$ cat src/rtl/sd_spi_host_cmd.sv
// SD-card SPI-mode command engine: frames one command, polls for R1, collects
// optional trailing response bytes, then closes with one CS-high clocking byte.
module sd_spi_host_cmd #(
  parameter int CLK_DIV      = 4,
  parameter int PRE_BYTES    = 1,
  parameter int RESP_TIMEOUT = 8
) (
  input  logic        sys_clk,
  input  logic        sys_rst,
  input  logic        cmd_valid,
  output logic        cmd_ready,
  input  logic [5:0]  cmd_index,
  input  logic [31:0] cmd_arg,
  input  logic [2:0]  resp_len,
  input  logic        crc_auto,
  output logic        done,
  output logic [7:0]  resp_r1,
  output logic [31:0] resp_ext,
  output logic        timeout,
  output logic        spi_sclk,
  output logic        spi_cs_n,
  output logic        spi_mosi,
  input  logic        spi_miso
);

  typedef enum logic [2:0] {S_IDLE, S_PRE, S_CMD, S_POLL, S_EXT, S_POST} state_t;

  localparam logic [7:0] DIV_LAST  = 8'(CLK_DIV - 1);
  localparam logic [7:0] PRE_LAST  = 8'(PRE_BYTES - 1);
  localparam logic [7:0] POLL_LAST = 8'(RESP_TIMEOUT - 1);

  state_t      state_q, state_d;
  logic        ready_q, done_q, timeout_q, sclk_q, cs_n_q, mosi_q;
  logic [7:0]  r1_q, div_q, cnt_q, cnt_d, tx_q, rx_q, byte_d, crcb_q, r1_p;
  logic [31:0] ext_q, arg_q, ext_p;
  logic [5:0]  idx_q;
  logic [2:0]  len_q, bit_q;
  logic        to_p, tick, rise, fall, byte_end;

  function automatic logic [6:0] crc7(input logic [39:0] m);
    logic [6:0] c;
    logic       fb;
    c = '0;
    for (int i = 39; i >= 0; i--) begin
      fb = m[i] ^ c[6];
      c  = {c[5:0], 1'b0} ^ (fb ? 7'h09 : 7'h00);
    end
    return c;
  endfunction

  function automatic logic [7:0] frame_byte(input logic [2:0] k, input logic [5:0] idx,
                                            input logic [31:0] arg, input logic [7:0] crcb);
    logic [7:0] b;
    case (k)
      3'd0:    b = {2'b01, idx};
      3'd1:    b = arg[31:24];
      3'd2:    b = arg[23:16];
      3'd3:    b = arg[15:8];
      3'd4:    b = arg[7:0];
      default: b = crcb;
    endcase
    return b;
  endfunction

  assign tick     = (div_q == DIV_LAST);
  assign rise     = tick && !sclk_q;
  assign fall     = tick && sclk_q;
  assign byte_end = fall && (bit_q == 3'd7);

  // Byte-boundary sequencing: which state and byte come after the one just clocked.
  always_comb begin
    state_d = state_q;
    byte_d  = 8'hFF;
    cnt_d   = cnt_q + 8'd1;
    case (state_q)
      S_PRE:  if (cnt_q == PRE_LAST) begin
                state_d = S_CMD;
                byte_d  = {2'b01, idx_q};
                cnt_d   = '0;
              end
      S_CMD:  if (cnt_q == 8'd5) begin
                state_d = S_POLL;
                cnt_d   = '0;
              end else byte_d = frame_byte(cnt_q[2:0] + 3'd1, idx_q, arg_q, crcb_q);
      S_POLL: if (!rx_q[7]) begin
                state_d = (len_q == 3'd0) ? S_POST : S_EXT;
                cnt_d   = '0;
              end else if (cnt_q == POLL_LAST) begin
                state_d = S_POST;
                cnt_d   = '0;
              end
      S_EXT:  if (cnt_q == 8'(len_q) - 8'd1) begin
                state_d = S_POST;
                cnt_d   = '0;
              end
      S_POST: begin
                state_d = S_IDLE;
                cnt_d   = '0;
              end
      default: ;
    endcase
  end

  always_ff @(posedge sys_clk or posedge sys_rst) begin
    if (sys_rst) begin
      state_q <= S_IDLE;  ready_q <= 1'b0;  done_q <= 1'b0;  timeout_q <= 1'b0;
      r1_q    <= 8'hFF;   ext_q   <= '0;    sclk_q <= 1'b0;  cs_n_q    <= 1'b1;
      mosi_q  <= 1'b1;    div_q   <= '0;    bit_q  <= '0;    cnt_q     <= '0;
      tx_q    <= 8'hFF;   rx_q    <= '0;    idx_q  <= '0;    arg_q     <= '0;
      len_q   <= '0;      crcb_q  <= 8'h01; r1_p   <= 8'hFF; ext_p     <= '0;
      to_p    <= 1'b0;
    end else begin
      done_q <= 1'b0;
      if (state_q == S_IDLE) begin
        ready_q <= 1'b1;
        if (cmd_valid && ready_q) begin
          idx_q   <= cmd_index;
          arg_q   <= cmd_arg;
          len_q   <= (resp_len > 3'd4) ? 3'd4 : resp_len;
          crcb_q  <= crc_auto ? {crc7({2'b01, cmd_index, cmd_arg}), 1'b1} : 8'h01;
          ready_q <= 1'b0;
          cs_n_q  <= 1'b0;
          sclk_q  <= 1'b0;
          div_q   <= '0;
          bit_q   <= '0;
          cnt_q   <= '0;
          r1_p    <= 8'hFF;
          ext_p   <= '0;
          to_p    <= 1'b0;
          if (PRE_BYTES > 0) begin
            state_q <= S_PRE;
            tx_q    <= 8'hFF;
            mosi_q  <= 1'b1;
          end else begin
            state_q <= S_CMD;
            tx_q    <= {2'b01, cmd_index};
            mosi_q  <= 1'b0;
          end
        end
      end else begin
        if (tick) begin
          div_q  <= '0;
          sclk_q <= ~sclk_q;
        end else div_q <= div_q + 8'd1;
        if (rise) rx_q <= {rx_q[6:0], spi_miso};
        if (fall && !byte_end) begin
          bit_q  <= bit_q + 3'd1;
          tx_q   <= {tx_q[6:0], 1'b1};
          mosi_q <= tx_q[6];
        end
        if (byte_end) begin
          bit_q   <= '0;
          state_q <= state_d;
          cnt_q   <= cnt_d;
          tx_q    <= byte_d;
          mosi_q  <= byte_d[7];
          if (state_d == S_POST) cs_n_q <= 1'b1;
          case (state_q)
            S_POLL: if (!rx_q[7]) r1_p <= rx_q;
                    else if (cnt_q == POLL_LAST) to_p <= 1'b1;
            S_EXT:  ext_p[{~cnt_q[1:0], 3'b000} +: 8] <= rx_q;
            S_POST: begin
                      done_q    <= 1'b1;
                      ready_q   <= 1'b1;
                      r1_q      <= r1_p;
                      ext_q     <= ext_p;
                      timeout_q <= to_p;
                    end
            default: ;
          endcase
        end
      end
    end
  end

  assign cmd_ready = ready_q;
  assign done      = done_q;
  assign resp_r1   = r1_q;
  assign resp_ext  = ext_q;
  assign timeout   = timeout_q;
  assign spi_sclk  = sclk_q;
  assign spi_cs_n  = cs_n_q;
  assign spi_mosi  = mosi_q;

endmodule

$ cat config.mk
export PLATFORM = sky130hd
export DESIGN_NAME = sd_spi_host_cmd
export DESIGN_NICKNAME = d
export VERILOG_FILES = /design/src/rtl/sd_spi_host_cmd.sv
export SDC_FILE = /design/constraint.sdc
export NUM_CORES = 1
export LEC_CHECK = 0
export CELL_PAD_IN_SITES_DETAIL_PLACEMENT = 1
export CELL_PAD_IN_SITES_GLOBAL_PLACEMENT = 1
export CORE_UTILIZATION = 48
export CTS_BUF_LIST = sky130_fd_sc_hd__clkbuf_16
export DETAILED_ROUTE_END_ITERATION = 8
export PLACE_DENSITY = 0.95
export SETUP_SLACK_MARGIN = 0.2
export SYNTH_ARGS = -nofsm -noshare
export SYNTH_HDL_FRONTEND = slang
export SYNTH_SLANG_ARGS = --single-unit
$ cat constraint.sdc
create_clock -name sys_clk -period 12.9 [get_ports sys_clk]
set_input_delay 2.58 -clock sys_clk [delete_from_list [all_inputs] [get_ports sys_clk]]
set_output_delay 2.58 -clock sys_clk [all_outputs]
set_load 0.02 [all_outputs]
[Word-level counts from Yosys, hierarchy flattened]
Cells that the tools add are included.
Storage, ports and cells
  logic and storage cells: 260
  register bits: 173
  output and inout port bits: 46
  input port bits: 46
Operators by class
  mux-type cells: 104
  bitwise operators: 78
  reduce and logical (&&, ||, !) cells: 31
  $lt $le $gt $ge: 1
  shifts and indexed selects: 2
  $add $sub $neg: 6
  equality and inequality tests: 17
Operators by type and width (count)
  XOR 7 x 4 -> 7 bit: 36
  two-way mux 4 bit: 38
  two-way mux 8 bit: 18
  two-way mux 32 bit: 4
  case mux 8 bit (5 select lines): 2
  two-way mux 3 bit: 13
  XOR 1 bit: 35
  bitwise mux 32 bit: 1
  variable shift 8 x 7 -> 32 bit (first input constant): 1
  variable part select 8 x 7 -> 32 bit: 1
  two-way mux 1 bit: 23
  two-way mux 7 bit: 3
  adder 8 x 1 -> 8 bit (second input constant): 2
  == test 8 x 3 -> 1 bit (second input constant): 2
  case mux 8 bit (2 select lines): 1
  nonzero test 2 bit: 8
  == test 3 bit (second input constant): 5
  case mux 3 bit (5 select lines): 1
  == test 3 x 2 -> 1 bit (second input constant): 4
  AND reduction 2 bit: 6
  logical NOT 3 bit: 3
  AND reduction 3 bit: 3
  == test 8 x 2 -> 1 bit (second input constant): 1
  == test 8 bit: 1
  other kinds (17): 27

[Longest topological paths before layout]
Gate-level depths: netlist of the first run.
  word-level depth: 110
  depth in mapped cells: 11
  depth with buffers taken out: 9

[Worst setup path after synthesis of the first run]
OpenSTA, ideal clock, no wires.
  path kind: in2reg
  start point: input cmd_arg[28]
  end point: register crcb_q[1]
  path buffers: 0
  setup slack: 8.010 ns
  stages on the path: 7
  setup time: 0.069 ns
  data required time: 12.831 ns
  data arrival time: 4.820 ns
  path through: xnor3_2 > xnor2_4 > xor3_2 > xnor3_1 > xnor3_2 > or3_1 > nand3_1
On the way
  word-level cells in the longest chain between the ends: 46
  elaborated cells on any way between the ends: 52
  those cells by class: 12 x mux; 40 x bitwise
RTL lines
  start, declared: line 13  | input logic [31:0] cmd_arg,
  XOR 1 bit *: line 45  | fb = m[i] ^ c[6];
  two-way mux 4 bit *: line 46  | c = {c[5:0], 1'b0} ^ (fb ? 7'h09 : 7'h00);
  XOR 7 x 4 -> 7 bit * (4 in series): line 46
  XOR 1 bit: line 45
  two-way mux 4 bit: line 46
  XOR 7 x 4 -> 7 bit * (4 in series): line 46
  XOR 1 bit: line 45
  two-way mux 4 bit: line 46
  (+18 left out)
  XOR 7 x 4 -> 7 bit * (4 in series): line 46
  XOR 1 bit: line 45
  two-way mux 4 bit: line 46
  XOR 7 x 4 -> 7 bit * (4 in series): line 46
  XOR 1 bit *: line 45
  two-way mux 4 bit *: line 46
  XOR 7 x 4 -> 7 bit *: line 46
  two-way mux 8 bit *: line 120  | crcb_q <= crc_auto ? {crc7({2'b01, cmd_index, cmd_arg}), 1'b1} : 8'h01;
  end signal, assigned: line 120
  end, declared: line 34  | logic [7:0] r1_q, div_q, cnt_q, cnt_d, tx_q, rx_q, byte_d, crcb_q, r1_p;
Mark *: on every way between the ends. The rest lies on a longest branch, timed or not.
A chain may end at the register's enable or synchronous reset.

[Final worst setup path of the first run]
  start point: input cmd_index[2]
  end point: register crcb_q[5]
On the way
  word-level cells in the longest chain between the ends: 50
  elaborated cells on any way between the ends: 74
  those cells by class: 20 x mux; 54 x bitwise
RTL lines
  start, declared: line 12  | input logic [5:0] cmd_index,
  XOR 1 bit *: line 45
  two-way mux 4 bit *: line 46
  XOR 7 x 4 -> 7 bit * (4 in series): line 46
  XOR 1 bit / XOR 7 x 4 -> 7 bit (equally long branches): line 45, 46
  two-way mux 4 bit / XOR 7 x 4 -> 7 bit (equally long branches): line 46
  XOR 7 x 4 -> 7 bit * (4 in series): line 46
  XOR 1 bit / XOR 7 x 4 -> 7 bit (equally long branches): line 45, 46
  two-way mux 4 bit / XOR 7 x 4 -> 7 bit (equally long branches): line 46
  (+12 left out)
  XOR 7 x 4 -> 7 bit * (7 in series): line 46
  XOR 1 bit / XOR 7 x 4 -> 7 bit (equally long branches): line 45, 46
  two-way mux 4 bit / XOR 7 x 4 -> 7 bit (equally long branches): line 46
  XOR 7 x 4 -> 7 bit * (7 in series): line 46
  XOR 1 bit / XOR 7 x 4 -> 7 bit (equally long branches): line 45, 46
  two-way mux 4 bit / XOR 7 x 4 -> 7 bit (equally long branches): line 46
  XOR 7 x 4 -> 7 bit * (5 in series): line 46
  two-way mux 8 bit *: line 120
Marked as above.

==> impl_results.md, run 1 <==
- Fillers: 1882
- Initial antenna violation count: 0
- Post-cts repair resize count: 0
- Die width: 136 um
- Clock root buffer: clkbuf_16
- 1st-iter DRT viols: 686
- Worst-Margin Slew: 1.33 ns
- Peak per-stage delay on the critical path: approximately 0.58 ns
- Slew headroom: 0.0911
- TNS Setup: 0 ns
- Largest delay share family, worst path: XOR/XNOR gates
- Final WL: 29.5 mm
- Arr. time, crit path: roughly 5.6 ns
- PortBufs: a little over 90
- Total Power: a little over 2 mW
- Post-CTS setup buffers: 0
- Hold_buf cts: 0
- Mean Syn Cell Area: 10.1 um^2
- Ys flop type: dfrtp_1
- Wire per inst: 25.2 um
- Cells after Synth: 856
- Sink Count: 172
- Multi-input gate area: between 4000 and 5000 um^2
- Register area: 4340 um^2
- Detail Route Antenna Nets: 0
- Yosys reg bits: ~170
- Leak pwr: 4.84 nW
- Synth async-reset ratio: 1.00
- Fin area: a little over 10000 um^2
- Failing checks: design-rule violations
- DP Area: ~9800 um^2
- Min Tclk post-route: about 5.2 ns
- Crit-path slowest cell: xnor3_1
- Syn_nets: 914
- Crit start category: input pin
- Min-Delay Endpoint: tx_q[0]
- Clock Path Buffers: 2
- Gpl congestion: 0.873
- RR Startpoint: cnt_q[3]
- Post-synth EDFFs: 0
- All-Layer GR Usage: 0.339
- Synth warn: 0
- Reg2reg end: cnt_q[3]
- Synth unique cells: 61
- Vias per cell: 6.28
- CP max FO: 4
- Share of cells above drive strength 1: 0.136
- WP depth: 8
- Sequential fraction of the synthesis area: 0.502
- HPWL Detailed: 18.7 mm
- Peak Freq: between 150 and 200 MHz
- Crit. End Element: register
- Placed cells: 1141
- CTS tree: yes
- IO Pins: 92
- WHS Path Cells: 2
- Min-Delay Path Class: register to register
- Maxcap violations: 0
- Final nets: 993
- ANT cells: 0
- Status: finished with violations
- Mapped Area: 8640 um^2
- Unrepaired setup endpoints after global routing: no
- Worst hold slack: 0.468 ns
- Reg-to-reg slack, setup: approximately 9 ns
- Total congestion overflow: 0
- PwrDens: 200 nW/um^2
- Reg clk slew, reported paths: ~0.07 ns
- CP most frequent cell: xnor3_1
- CP cell instances: clkdlybuf4s50_1 > xnor2_1 > xnor3_1 > xor3_2 > xnor3_1 > xor2_1 > xnor3_1 > a31o_1
- H-tree depth reported by CTS: 4
- Layout area overhead: 20.0%
- Layout Skew: about 0.012 ns
- Worst r2r path cells: 7
- Final Hold Fails: 0
- Vias in the first global route: 8031
- TritonCTS buffer count: 17
- First-pass GRT wire length: ~46 mm
- Die Area: ~19000 um^2
- Hold path startpoint: tx_q[0]
- CP Buf/Inv Count: 1
- Largest net degree at the start of global routing: just over 100
- Starting density of the core: 0.496
- Pre-CTS setup slack: around 7.3 ns
- Setup violations, final: 0
- Die H: 136 um
- Critical Path RT: about 13 ns
- Cell row count: 48
- Kind of critical path: input pin to register
- First-pass detailed-route iteration total: 8
- Worst-Skew Late Latency: 0.46 ns
- Fin crit share: 0.405
- Final cell count without fillers: 1173
- DR DRC count: 1
- Core ar.: 17400 um^2
- PnR worst setup slack: 7.67 ns
- Max Slew Vio Count: 0
- Worst vdd ir: 0.128 mV
- Total number of vias: 7367
- Final core utilization: 0.595
[metal layers]
layer	vias up	GRT usage	part of all wire
li1	3119	-	-
met2	411	0.577	0.51
met5	-	0	0
met3	116	0.0932	0.077
met4	0	0.168	0.047
met1	3721	0.391	0.37
[cells in the final DEF (no fill, tap or decap), types with 5 or more instances in the layout]
cell type,Yosys,layout
nand2_1,245,245
nor2b_1,8,8
o21ai_0,63,63
a21o_1,8,8
xnor2_1,26,26
a21oi_1,11,11
ha_1,12,12
a221o_1,5,5
xnor3_1,15,15
nand4_1,8,8
clkdlybuf4s50_1,0,91
clkbuf_16,0,19
xor2_1,11,11
dfrtp_1,147,147
dfstp_2,25,25
a31oi_1,9,9
a222oi_1,7,7
inv_6,0,6
nor2_1,32,30
mux2_2,49,49
and3_1,7,7
buf_4,0,7
nand3_1,27,27
inv_1,15,15
o21ai_1,8,8
nor3_1,11,10
[worst reg2reg max path: stages (launching register included)]
cell and delay [ns]:
dfrtp_1 0.46, nor3_1 0.43, nand3b_1 0.24, a2111oi_0 1.16
o21ai_0 0.44, o21ai_0 0.69, o21ai_0 0.19, o2bb2ai_1 0.20
[registers in the layout (all words and copies together), names as in the netlist, 3 cells and up]
name / cells
arg_q: 32
bit_q: 3
cnt_q: 8
crcb_q: 7
div_q: 8
ext_p: 32
idx_q: 6
len_q: 3
r1_p: 8
resp_ext: 32
resp_r1: 8
rx_q: 8
state_q: 3
tx_q: 7
[cell usage after synthesis, drive strengths merged, types with 5 or more instances]
cell / number / area [um^2]
inv: 15 / 56.3
nand2: 245 / 920
o21ai: 71 / 355
a21o: 8 / 60.1
xnor2: 30 / 315
a222oi: 7 / 70.1
a221o: 5 / 50.1
dfstp: 25 / 657
mux2: 49 / 552
a21oi: 11 / 55.1
nand4: 8 / 50.1
and3: 7 / 43.8
xor2: 12 / 113
dfrtp: 147 / 3680
nor2: 32 / 120
xnor3: 18 / 409
nor3: 12 / 65.1
clkbuf: 34 / 128
nor2b: 8 / 50.1
nand3: 27 / 135
ha: 12 / 150
a31oi: 9 / 56.3
[power by group]
group / internal (mW) / switching (mW)
Clock: 0.292 / 0.243
Sequential: 0.679 / 0.151
Combinational: 0.314 / 0.398
Total: 1.29 / 0.793
[layout make-up]
cell class                 instances  share of cell area
clock buffer                      19              0.0458
inverter                          15             0.00591
sequential                       172               0.418
timing repair buffer              98              0.0929
tap                              225              0.0271
clock inverter                    13              0.0121
multi-input combinational        631               0.398
[worst max path at each step]
stage | startpoint | to | slack [ns]
floorplan | sys_rst | arg_q[0] | 5.70
global placement | cmd_arg[28] | crcb_q[1] | 7.41
detailed placement | cmd_arg[30] | crcb_q[1] | 7.28
CTS | cmd_index[2] | crcb_q[1] | 7.68
global route | cmd_index[2] | crcb_q[5] | 7.55
finish | cmd_index[2] | crcb_q[5] | 7.67
[cell families after synthesis]
group                    Yosys count  synth area share
adder cells (fa/ha/maj)           12            0.0174
AO/OA/AOI/OAI                    146             0.109
flip-flops                       172             0.502
XOR/XNOR                          64             0.108
AND/OR/NAND/NOR                  358             0.175
multiplexers                      51            0.0662
buffers and inverters             53            0.0230
(Power assumes the default switching activity.)
==> run 2, diff against run 1 <==
CORE_UTILIZATION = 40   (was 48)
PLACE_DENSITY = 0.86   (was 0.95)
clock period = 4.2 ns   (was 12.9 ns; I/O delays follow)
==> impl_results.md, run 2 (synthesis gave the netlist of run 1 again) <==
- Share of cells above drive strength 1: 0.144 (+0.00753)
- Layout area overhead: 21.8%
- Kind of critical path: input pin to register
- Crit-path slowest cell: xnor3_1
- Final Hold Fails: 0 (unchanged)
- Final nets: 999 (+0.60%)
- Vias per cell: 5.48 (-13%)
- Min-Delay Path Class: register to register
- IO Pins: 92 (unchanged)
- TritonCTS buffer count: 17 (unchanged)
- Clock root buffer: clkbuf_16
- Hold_buf cts: 0 (unchanged)
- First-pass detailed-route iteration total: 5 (-3)
- Max Slew Vio Count: 0 (unchanged)
- Vias in the first global route: 7174 (-11%)
- Slew headroom: 0.369 (+0.278)
- Initial antenna violation count: 3 (+3)
- CP Buf/Inv Count: 1 (unchanged)
- Wire per inst: 19.1 um (-24%)
- Maxcap violations: 0 (unchanged)
- TNS Setup: 0 ns (unchanged)
- CTS tree: yes
- Gpl congestion: 0.849 (-2.8%)
- Reg-to-reg slack, setup: 0.98 ns (-7.96 ns)
- Peak Freq: about 290 MHz
- Total number of vias: 6743 (-8.5%)
- CP cell instances: clkdlybuf4s50_1 > xnor2_1 > xnor3_1 > xor3_2 > xnor3_1 > xor2_1 > xnor3_1 > a31o_1
- First-pass GRT wire length: 38.9 mm (-16%)
- Final WL: 23.5 mm (-20%)
- Clock Path Buffers: 2 (unchanged)
- Critical Path RT: 4.54 ns (-8.70 ns)
- Leak pwr: 4.88 nW (+0.72%)
- Final core utilization: 0.499 (-0.0964)
- CP most frequent cell: xnor3_1
- Worst vdd ir: 0.462 mV (+260%)
- Core ar.: 21100 um^2 (+21%)
- HPWL Detailed: 17.0 mm (-9.4%)
- Detail Route Antenna Nets: 0 (unchanged)
- Layout Skew: 0.0123 ns (+0.000523 ns)
- Reg2reg end: cnt_q[3]
- Unrepaired setup endpoints after global routing: no
- 1st-iter DRT viols: 377 (-45%)
- Min Tclk post-route: 3.45 ns
- Worst-Margin Slew: 0.939 ns (-0.390 ns)
- Min-Delay Endpoint: tx_q[5]
- Post-CTS setup buffers: 0 (unchanged)
- Commonest non-fill, non-tap cell in the layout: nand2_1
- Worst r2r path cells: 7 (unchanged)
- Largest net degree at the start of global routing: 58 (-43%)
- Fin crit share: 0.822
- Status: finished, final reports clean
- Setup violations, final: 0 (unchanged)
- Hold path startpoint: tx_q[5]
- Die H: 149 um (+9.4%)
- Peak per-stage delay on the critical path: 0.55 ns (-0.03 ns)
- Worst-Skew Late Latency: 0.45 ns (about the same)
- Pre-CTS setup slack: 0.309 ns (-6.97 ns)
- Die width: 149 um (+9.4%)
- Crit. End Element: register
- Total congestion overflow: 0 (unchanged)
- H-tree depth reported by CTS: 4 (unchanged)
- Cell row count: 53 (+10%)
- Post-cts repair resize count: 0 (unchanged)
- RR Startpoint: div_q[0]
- PwrDens: 581 nW/um^2 (+190%)
- Reg clk slew, reported paths: 0.07 ns (about the same)
- Die Area: 22200 um^2 (+20%)
- Starting density of the core: 0.410 (-0.0864)
- CP max FO: 4 (unchanged)
- PortBufs: 91 (unchanged)
- Sink Count: 172 (unchanged)
- Most frequent cells in the layout: 245 x nand2_1, 147 x dfrtp_1, 91 x clkdlybuf4s50_1
- PnR worst setup slack: 0.746 ns (-6.93 ns)
- All-Layer GR Usage: 0.229 (-0.110)
- Arr. time, crit path: 3.79 ns (-1.78 ns)
- DR DRC count: 0 (-1)
- Fillers: 2346 (+25%)
- WHS Path Cells: 2 (unchanged)
- Largest delay share family, worst path: XOR/XNOR gates
- Crit start category: input pin
## run 2: metrics by stage
step | hold WS [ns] | std cells | instance area (um^2) | power (mW)
after global placement | 0.444 | 1197 | 9900 | 4.34
final | 0.473 | 1230 | 10500 | 6.11
after CTS | 0.475 | 1229 | 10500 | 6.16
after detailed placement | 0.458 | 1197 | 9900 | 4.48
after floorplan | 0.433 | 856 | 8650 | 3.87
after global routing | 0.493 | 1230 | 10500 | 6.47
## run 2: worst max path at each step
| stage | endpoint | cells past startpoint | slack (ns) | from |
|---|---|---|---|---|
| floorplan | crcb_q[1] | 7 | 1.05 | cmd_arg[28] |
| global placement | crcb_q[1] | 8 | 0.42 | cmd_arg[28] |
| detailed placement | crcb_q[5] | 8 | 0.31 | cmd_index[2] |
| CTS | crcb_q[5] | 8 | 0.77 | cmd_index[2] |
| global route | cnt_q[3] | 7 | 0.52 | div_q[0] |
| finish | crcb_q[5] | 8 | 0.75 | cmd_index[2] |
## run 2: layer usage
metal	GRT usage	part of all wire	wire, um
met1	0.284	0.43	10100
met2	0.392	0.51	11900
met4	0.0832	0.022	522
met5	0	0	0
met3	0.0486	0.041	961
## run 2: final cells by class
type | instances | area [um^2] | share of cell area
clock inverters | 15 | 199 | 0.0189
diodes | 1 | 2.50 | 0.000238
well taps | 275 | 344 | 0.0327
inverters | 15 | 60.1 | 0.00571
repair buffers | 104 | 1030 | 0.0982
clock buffers | 17 | 425 | 0.0404
flip-flops and latches | 172 | 4340 | 0.412
multi-input cells | 631 | 4120 | 0.392
## run 2: where the power goes
group | switching [mW] | leakage (nW) | total, mW | internal [mW]
Clock | 0.789 | 0.300 | 1.65 | 0.862
Sequential | 0.369 | 2.20 | 2.45 | 2.08
Combinational | 1.04 | 2.37 | 2.01 | 0.969
Total | 2.19 | 4.88 | 6.11 | 3.92
## run 2: worst min-delay path: stages, from the launching register on
cell and delay [ns]:
dfstp_2 0.37, nand2_1 0.05, o31ai_1 0.05
